## src/rtl/fetch_pkg.sv

```systemverilog
// Shared types and helpers for the Thumb fetch stage: FSM states, condition codes,
// flag positions and the branch target calculation.
package fetch_pkg;

  typedef enum logic [1:0] {
    StIdle,
    StFetch,
    StHold,
    StDrain
  } fetch_state_e;

  localparam logic [3:0] CondAl   = 4'b1110;
  localparam logic [3:0] CondNone = 4'b1111;

  localparam int unsigned FlagN = 3;
  localparam int unsigned FlagZ = 2;
  localparam int unsigned FlagC = 1;
  localparam int unsigned FlagV = 0;

  // Unconditional B carries an 11-bit offset, conditional B an 8-bit one.
  function automatic logic [31:0] branch_target(input logic [3:0]  cond,
                                                input logic [31:0] bpc,
                                                input logic [10:0] off_field);
    logic [31:0] off;
    if (cond == CondAl) begin
      off = {{20{off_field[10]}}, off_field, 1'b0};
    end else begin
      off = {{23{off_field[7]}}, off_field[7:0], 1'b0};
    end
    return (bpc + 32'd4 + off) & 32'hFFFF_FFFE;
  endfunction

endpackage

```

## src/rtl/cond_eval.sv

```systemverilog
// ARM condition-code evaluator: decides whether a condition passes for given NZCV flags.
module cond_eval
  import fetch_pkg::*;
(
  input  logic [3:0] flags_i,
  input  logic [3:0] cond_i,
  output logic       taken_o
);

  logic n, z, c, v;

  assign n = flags_i[FlagN];
  assign z = flags_i[FlagZ];
  assign c = flags_i[FlagC];
  assign v = flags_i[FlagV];

  always_comb begin
    taken_o = 1'b0;
    unique case (cond_i)
      4'b0000:  taken_o = z;
      4'b0001:  taken_o = !z;
      4'b0010:  taken_o = c;
      4'b0011:  taken_o = !c;
      4'b0100:  taken_o = n;
      4'b0101:  taken_o = !n;
      4'b0110:  taken_o = v;
      4'b0111:  taken_o = !v;
      4'b1000:  taken_o = c && !z;
      4'b1001:  taken_o = !c || z;
      4'b1010:  taken_o = (n == v);
      4'b1011:  taken_o = (n != v);
      4'b1100:  taken_o = !z && (n == v);
      4'b1101:  taken_o = z || (n != v);
      CondAl:   taken_o = 1'b1;
      CondNone: taken_o = 1'b0;
    endcase
  end

endmodule

```

## src/rtl/fetch_unit.sv

```systemverilog
// Thumb instruction fetch stage: owns the PC, fetches halfwords over req/ack, presents one
// instruction to decode and redirects on taken branches, draining any in-flight request.
module fetch_unit
  import fetch_pkg::*;
#(
  parameter logic [31:0] RESET_PC = 32'h0000_0000
) (
  input  logic        clk,
  input  logic        reset,
  output logic        mem_req,
  output logic [31:0] mem_addr,
  input  logic        mem_ack,
  input  logic [15:0] mem_rdata,
  output logic [15:0] instruction,
  output logic        instr_valid,
  output logic [31:0] instr_pc,
  input  logic        stall,
  input  logic        branch_en,
  input  logic [3:0]  branch_cond,
  input  logic [31:0] branch_num,
  input  logic [31:0] branch_pc,
  input  logic [3:0]  flags,
  output logic [31:0] pc,
  output logic        branch_taken
);

  fetch_state_e state_q, state_d;
  logic [31:0]  pc_q, pc_d;
  logic [31:0]  drain_addr_q, drain_addr_d;
  logic [15:0]  instr_q, instr_d;
  logic [31:0]  instr_pc_q, instr_pc_d;
  logic         valid_q, valid_d;
  logic         taken_q, taken_d;

  logic         cond_pass;
  logic         br_take;
  logic [31:0]  target;
  logic         unused_num;

  cond_eval u_cond_eval (
    .flags_i (flags),
    .cond_i  (branch_cond),
    .taken_o (cond_pass)
  );

  assign br_take    = branch_en && cond_pass;
  assign target     = branch_target(branch_cond, branch_pc, branch_num[10:0]);
  assign unused_num = ^branch_num[31:11];

  // A request is only ever raised into a free slot, so an outstanding request always has
  // somewhere to land when it completes.
  always_comb begin
    mem_req  = 1'b0;
    mem_addr = pc_q;
    unique case (state_q)
      StFetch: mem_req = !(valid_q && stall);
      StDrain: begin
        mem_req  = 1'b1;
        mem_addr = drain_addr_q;
      end
      default: ;
    endcase
  end

  always_comb begin
    state_d      = state_q;
    pc_d         = pc_q;
    drain_addr_d = drain_addr_q;
    instr_d      = instr_q;
    instr_pc_d   = instr_pc_q;
    valid_d      = valid_q;
    taken_d      = 1'b0;

    if (valid_q && !stall) begin
      valid_d = 1'b0;
    end

    // Branch wins over a same-cycle ack; the acked data is simply dropped.
    if (br_take) begin
      pc_d         = target;
      valid_d      = 1'b0;
      taken_d      = 1'b1;
      drain_addr_d = mem_addr;
      state_d      = (mem_req && !mem_ack) ? StDrain : StFetch;
    end else begin
      unique case (state_q)
        StIdle:  state_d = StFetch;
        StFetch: begin
          if (mem_req && mem_ack) begin
            instr_d    = mem_rdata;
            instr_pc_d = pc_q;
            valid_d    = 1'b1;
            pc_d       = pc_q + 32'd2;
          end else if (valid_q && stall) begin
            state_d = StHold;
          end
        end
        StHold:  if (!stall) state_d = StFetch;
        StDrain: if (mem_ack) state_d = StFetch;
        default: state_d = StIdle;
      endcase
    end
  end

  always_ff @(posedge clk or negedge reset) begin
    if (!reset) begin
      state_q      <= StIdle;
      pc_q         <= RESET_PC;
      drain_addr_q <= RESET_PC;
      instr_q      <= '0;
      instr_pc_q   <= '0;
      valid_q      <= 1'b0;
      taken_q      <= 1'b0;
    end else begin
      state_q      <= state_d;
      pc_q         <= pc_d;
      drain_addr_q <= drain_addr_d;
      instr_q      <= instr_d;
      instr_pc_q   <= instr_pc_d;
      valid_q      <= valid_d;
      taken_q      <= taken_d;
    end
  end

  assign instruction  = instr_q;
  assign instr_valid  = valid_q;
  assign instr_pc     = instr_pc_q;
  assign pc           = pc_q;
  assign branch_taken = taken_q;

endmodule
```

## config.mk

```make
export PLATFORM = sky130hd
export DESIGN_NAME = fetch_unit
export DESIGN_NICKNAME = d
export VERILOG_FILES = /design/src/rtl/fetch_pkg.sv /design/src/rtl/cond_eval.sv /design/src/rtl/fetch_unit.sv
export SDC_FILE = /design/constraint.sdc
export NUM_CORES = 1
export LEC_CHECK = 0
export CAP_MARGIN = 40
export CORE_MARGIN = 1
export CORE_UTILIZATION = 34
export CTS_CLUSTER_SIZE = 12
export DETAILED_ROUTE_END_ITERATION = 12
export GPL_ROUTABILITY_DRIVEN = 0
export PLACE_DENSITY = 0.59
export RECOVER_POWER = 25
export SLEW_MARGIN = 20
export SYNTH_ARGS = -nofsm -noshare
export SYNTH_HDL_FRONTEND = slang
export SYNTH_SLANG_ARGS = --single-unit
```

## constraint.sdc

```tcl
create_clock -name clk -period 3.2 [get_ports clk]
set_clock_uncertainty 0.1 [all_clocks]
set_input_delay 0.32 -clock clk [delete_from_list [all_inputs] [get_ports clk]]
set_output_delay 0.32 -clock clk [all_outputs]
set_load 0.05 [all_outputs]
```

==> results.md <==
- Outcome: finished, violations left
- Violated checks: capacitance limit, slew limit
- R2r startpoint: pc[11]
- Drt total wl: 21000 µm
- Reg area: 2850 µm²
- Worst setup path class: input port to flip-flop
- R2R Path End: pc[23]
- Detailed Route Iter0 Violations: 336
- Hold path start: drain_addr_q[18]
- RSZ-0062 raised after global routing: false
- Syn Inst Count: 756
- Final core utilization: 51.4%
- Flop2flop setup slack: 900 ps
- CTS buffer count: 17
- All-layer global routing usage: 19.2%
- FILL cells: 1903
- Fraction of registers with async set/reset: 100%
- Synth top area share: 38.2%
- Crit path time final: 3070 ps
- First-pass GRT wire length: 33700 µm
- EDFF count, synth: 0
- Placed cell count: 1262
- Antenna cells: 0
- Gr ovfl total: 0
- Maximum clock path buffer count: 2
- Yosys reg bits: 114
- Pleak: 5.06 nW
- Clk sinks: 114
- Total number of vias: 6432
- Max Clk Rate: 325 MHz
- Register area share after synthesis: 38.2%
- Clock transition at path regs: 50 ps
- Post-Syn Area: 7470 µm²
- Die height: 150 µm
- Area contributors post-synth: dfrtp_1 38%, ha_1 10%, mux2_2 7.2%, nand2_1 6.8%, mux2_4 6.0%
- Die span in x: 150 µm
- Final period utilization: 96.1%
- Vias in the first global route: 6316
- Slew headroom: -11.1%
- Core footprint: 21300 µm²
- Share of layout cells above drive strength 1: 25.6%
- Via-to-Cell Ratio: 4.96
- Nets: 1163
- Pre-Repair DR Iteration Count: 6
- Total Die Area: 22600 µm²
- Final setup fails: 0
- Largest fanout on the critical path: 5
- Max_cap viols: 1
- Slew Viols, Final: 115
- FP Rows: 53
- Pre-CTS setup slack: -551 ps
- Worst slew pin tran: 1670 ps
- Htree depth: 4
- Power per cell area: 1020 nW/µm²
- Starting Density: 35.1%
- WHS Endpoint: drain_addr_q[18]
- Worst setup SP type: input port
- Dominant synthesized flop cell: dfrtp_1
- Pin count of the biggest net entering global routing: 115
- Ys Warns: 0
- Routed length per instance: 16.2 µm
- # IOs: 208
- HP Class: flip-flop to flip-flop
- Synth cell types: 63
- Antenna-violating nets left: 0
- Syn_area_per_cell: 9.88 µm²
- I/O Buffers: 183
- Arrival time at the worst endpoint: 3300 ps
- R2R cell count: 7
- Fin worst setup slack: 126 ps
- Post-layout total power: 11.1 mW
- Worst Hold Depth: 2
- CP endpoint kind: flip-flop
- CTS root buf: clkbuf_16
- Hold WS: 370 ps
- Area leader, netlist: dfrtp_1
- Hold Vio Cnt, Final: 0
- Detailed Place HPWL: 15300 µm
- Max IR drop VDD: 0.000413 V
- Post-route insts no fill: 1297
- Initial antenna violation count: 0
- Area delta synth->final: 46.4%
- Area of the multi-input gates: 4560 µm²
- CP required: 3430 ps
- DRC Markers: 0
- Clk_lat worst skew: 410 ps
- CTS tree: done
## timing repair
| item | in CTS | in global routing |
|---|---|---|
| gates cloned | 1 | 0 |
| endpoints found under the hold margin | 114 | 0 |
| hold buffers | 1 | 0 |
| gates resized for setup | 14 | 20 |
| pin swaps | 6 | 12 |
| setup buffers | 0 | 1 |
| endpoints found under the setup margin | 10 | 13 |
## stage by stage
step | setup TNS (ps) | instance area [µm²]
after CTS | 0 | 10900
after global routing | 0 | 10900
after global placement | -6720 | 10100
after floorplan | -6.36 | 7530
final | 0 | 10900
after detailed placement | -7260 | 10100
## power breakdown
group,internal [mW],total [mW],switching [mW]
Clock,1.34,1.99,0.651
Sequential,2.10,2.67,0.571
Combinational,2.48,6.47,3.99
## critical path, stage by stage
cell and delay, ps:
clkdlybuf4s50_1 430, a21boi_4 170, buf_4 150, a31o_2 230
ha_4 250, ha_4 240, nand4_1 110, o21ba_4 170
a211o_4 360, nand4_1 180, a311oi_2 150, or3_1 380
a31oi_1 160
## state kept, by name, summed over array words and instances, names as in the netlist
register,count
branch_taken,1
drain_addr_q,32
instr_pc,31
instr_valid,1
instruction,16
pc,31
state_q,2
## cell usage after synthesis, types with 7 or more instances
cell,count
o211ai_1,7
xor2_1,26
clkbuf_1,16
inv_1,23
nand2_1,136
buf_2,8
ha_1,60
xnor2_1,25
a21o_1,11
nor2_1,28
dfrtp_1,114
nand4_1,9
a21oi_1,36
nand3_1,24
mux2_4,30
nor3_1,14
a31oi_1,7
and3_1,10
mux2_2,48
o21ai_0,28
o31ai_1,7
## layout make-up
class,count,share of cell area (%)
clock buffers,22,4.24
clock inverters,10,1.43
inverters,24,0.846
multi-input cells,587,41.7
flip-flops and latches,114,26.1
well taps,275,3.15
repair buffers,265,22.6
## worst max-delay path by stage
stage | endpoint | slack (ps) | from | depth (start not counted)
global placement | pc[31] | -530 | branch_cond[0] | 14
global route | pc[31] | 4 | branch_num[7] | 12
floorplan | pc[24] | -6 | branch_cond[3] | 14
CTS | pc[25] | 2 | branch_cond[0] | 15
finish | pc[31] | 130 | branch_num[7] | 13
detailed placement | pc[31] | -550 | branch_cond[0] | 15
## routing by layer
| metal | GRT usage (%) | vias to the layer above | routed length (µm) |
|---|---|---|---|
| li1 | - | 3199 | - |
| met4 | 5.96 | 0 | 338 |
| met2 | 30.1 | 163 | 9510 |
| met1 | 26.4 | 3047 | 10200 |
| met5 | 0 | - | 0 |
| met3 | 3.85 | 23 | 983 |
## placed cells by master (no fill, tap or decap), types with 6 or more instances in the layout
| cell type | instances |
|---|---|
| clkdlybuf4s50_1 | 147 |
| nand2_1 | 136 |
| dfrtp_1 | 114 |
| buf_4 | 104 |
| ha_1 | 52 |
| mux2_2 | 48 |
| a21oi_1 | 30 |
| mux2_4 | 30 |
| nor2_1 | 28 |
| xor2_1 | 26 |
| xnor2_1 | 25 |
| o21ai_0 | 23 |
| nand3_1 | 23 |
| inv_1 | 22 |
| clkbuf_16 | 17 |
| nor3_1 | 14 |
| a21o_1 | 11 |
| nand4_1 | 9 |
| and3_1 | 8 |
| ha_4 | 8 |
| o211ai_1 | 7 |
| a21oi_2 | 7 |
| o31ai_1 | 7 |
| buf_12 | 7 |
| mux2i_1 | 6 |
| a31oi_1 | 6 |
## kinds of logic (layout without fill, tap and decap cells)
logic type,count (synthesis),in the layout,synth area share (%)
mux,84,84,14.1
flops,114,114,38.2
compound gates,137,138,12.0
simple gates,251,251,15.6
fa+ha+maj,61,61,10.3
xor+xnor,51,51,5.98
other cells,1,2,0.0502
buf+inv,57,321,3.74
(Power assumes the default switching activity.)
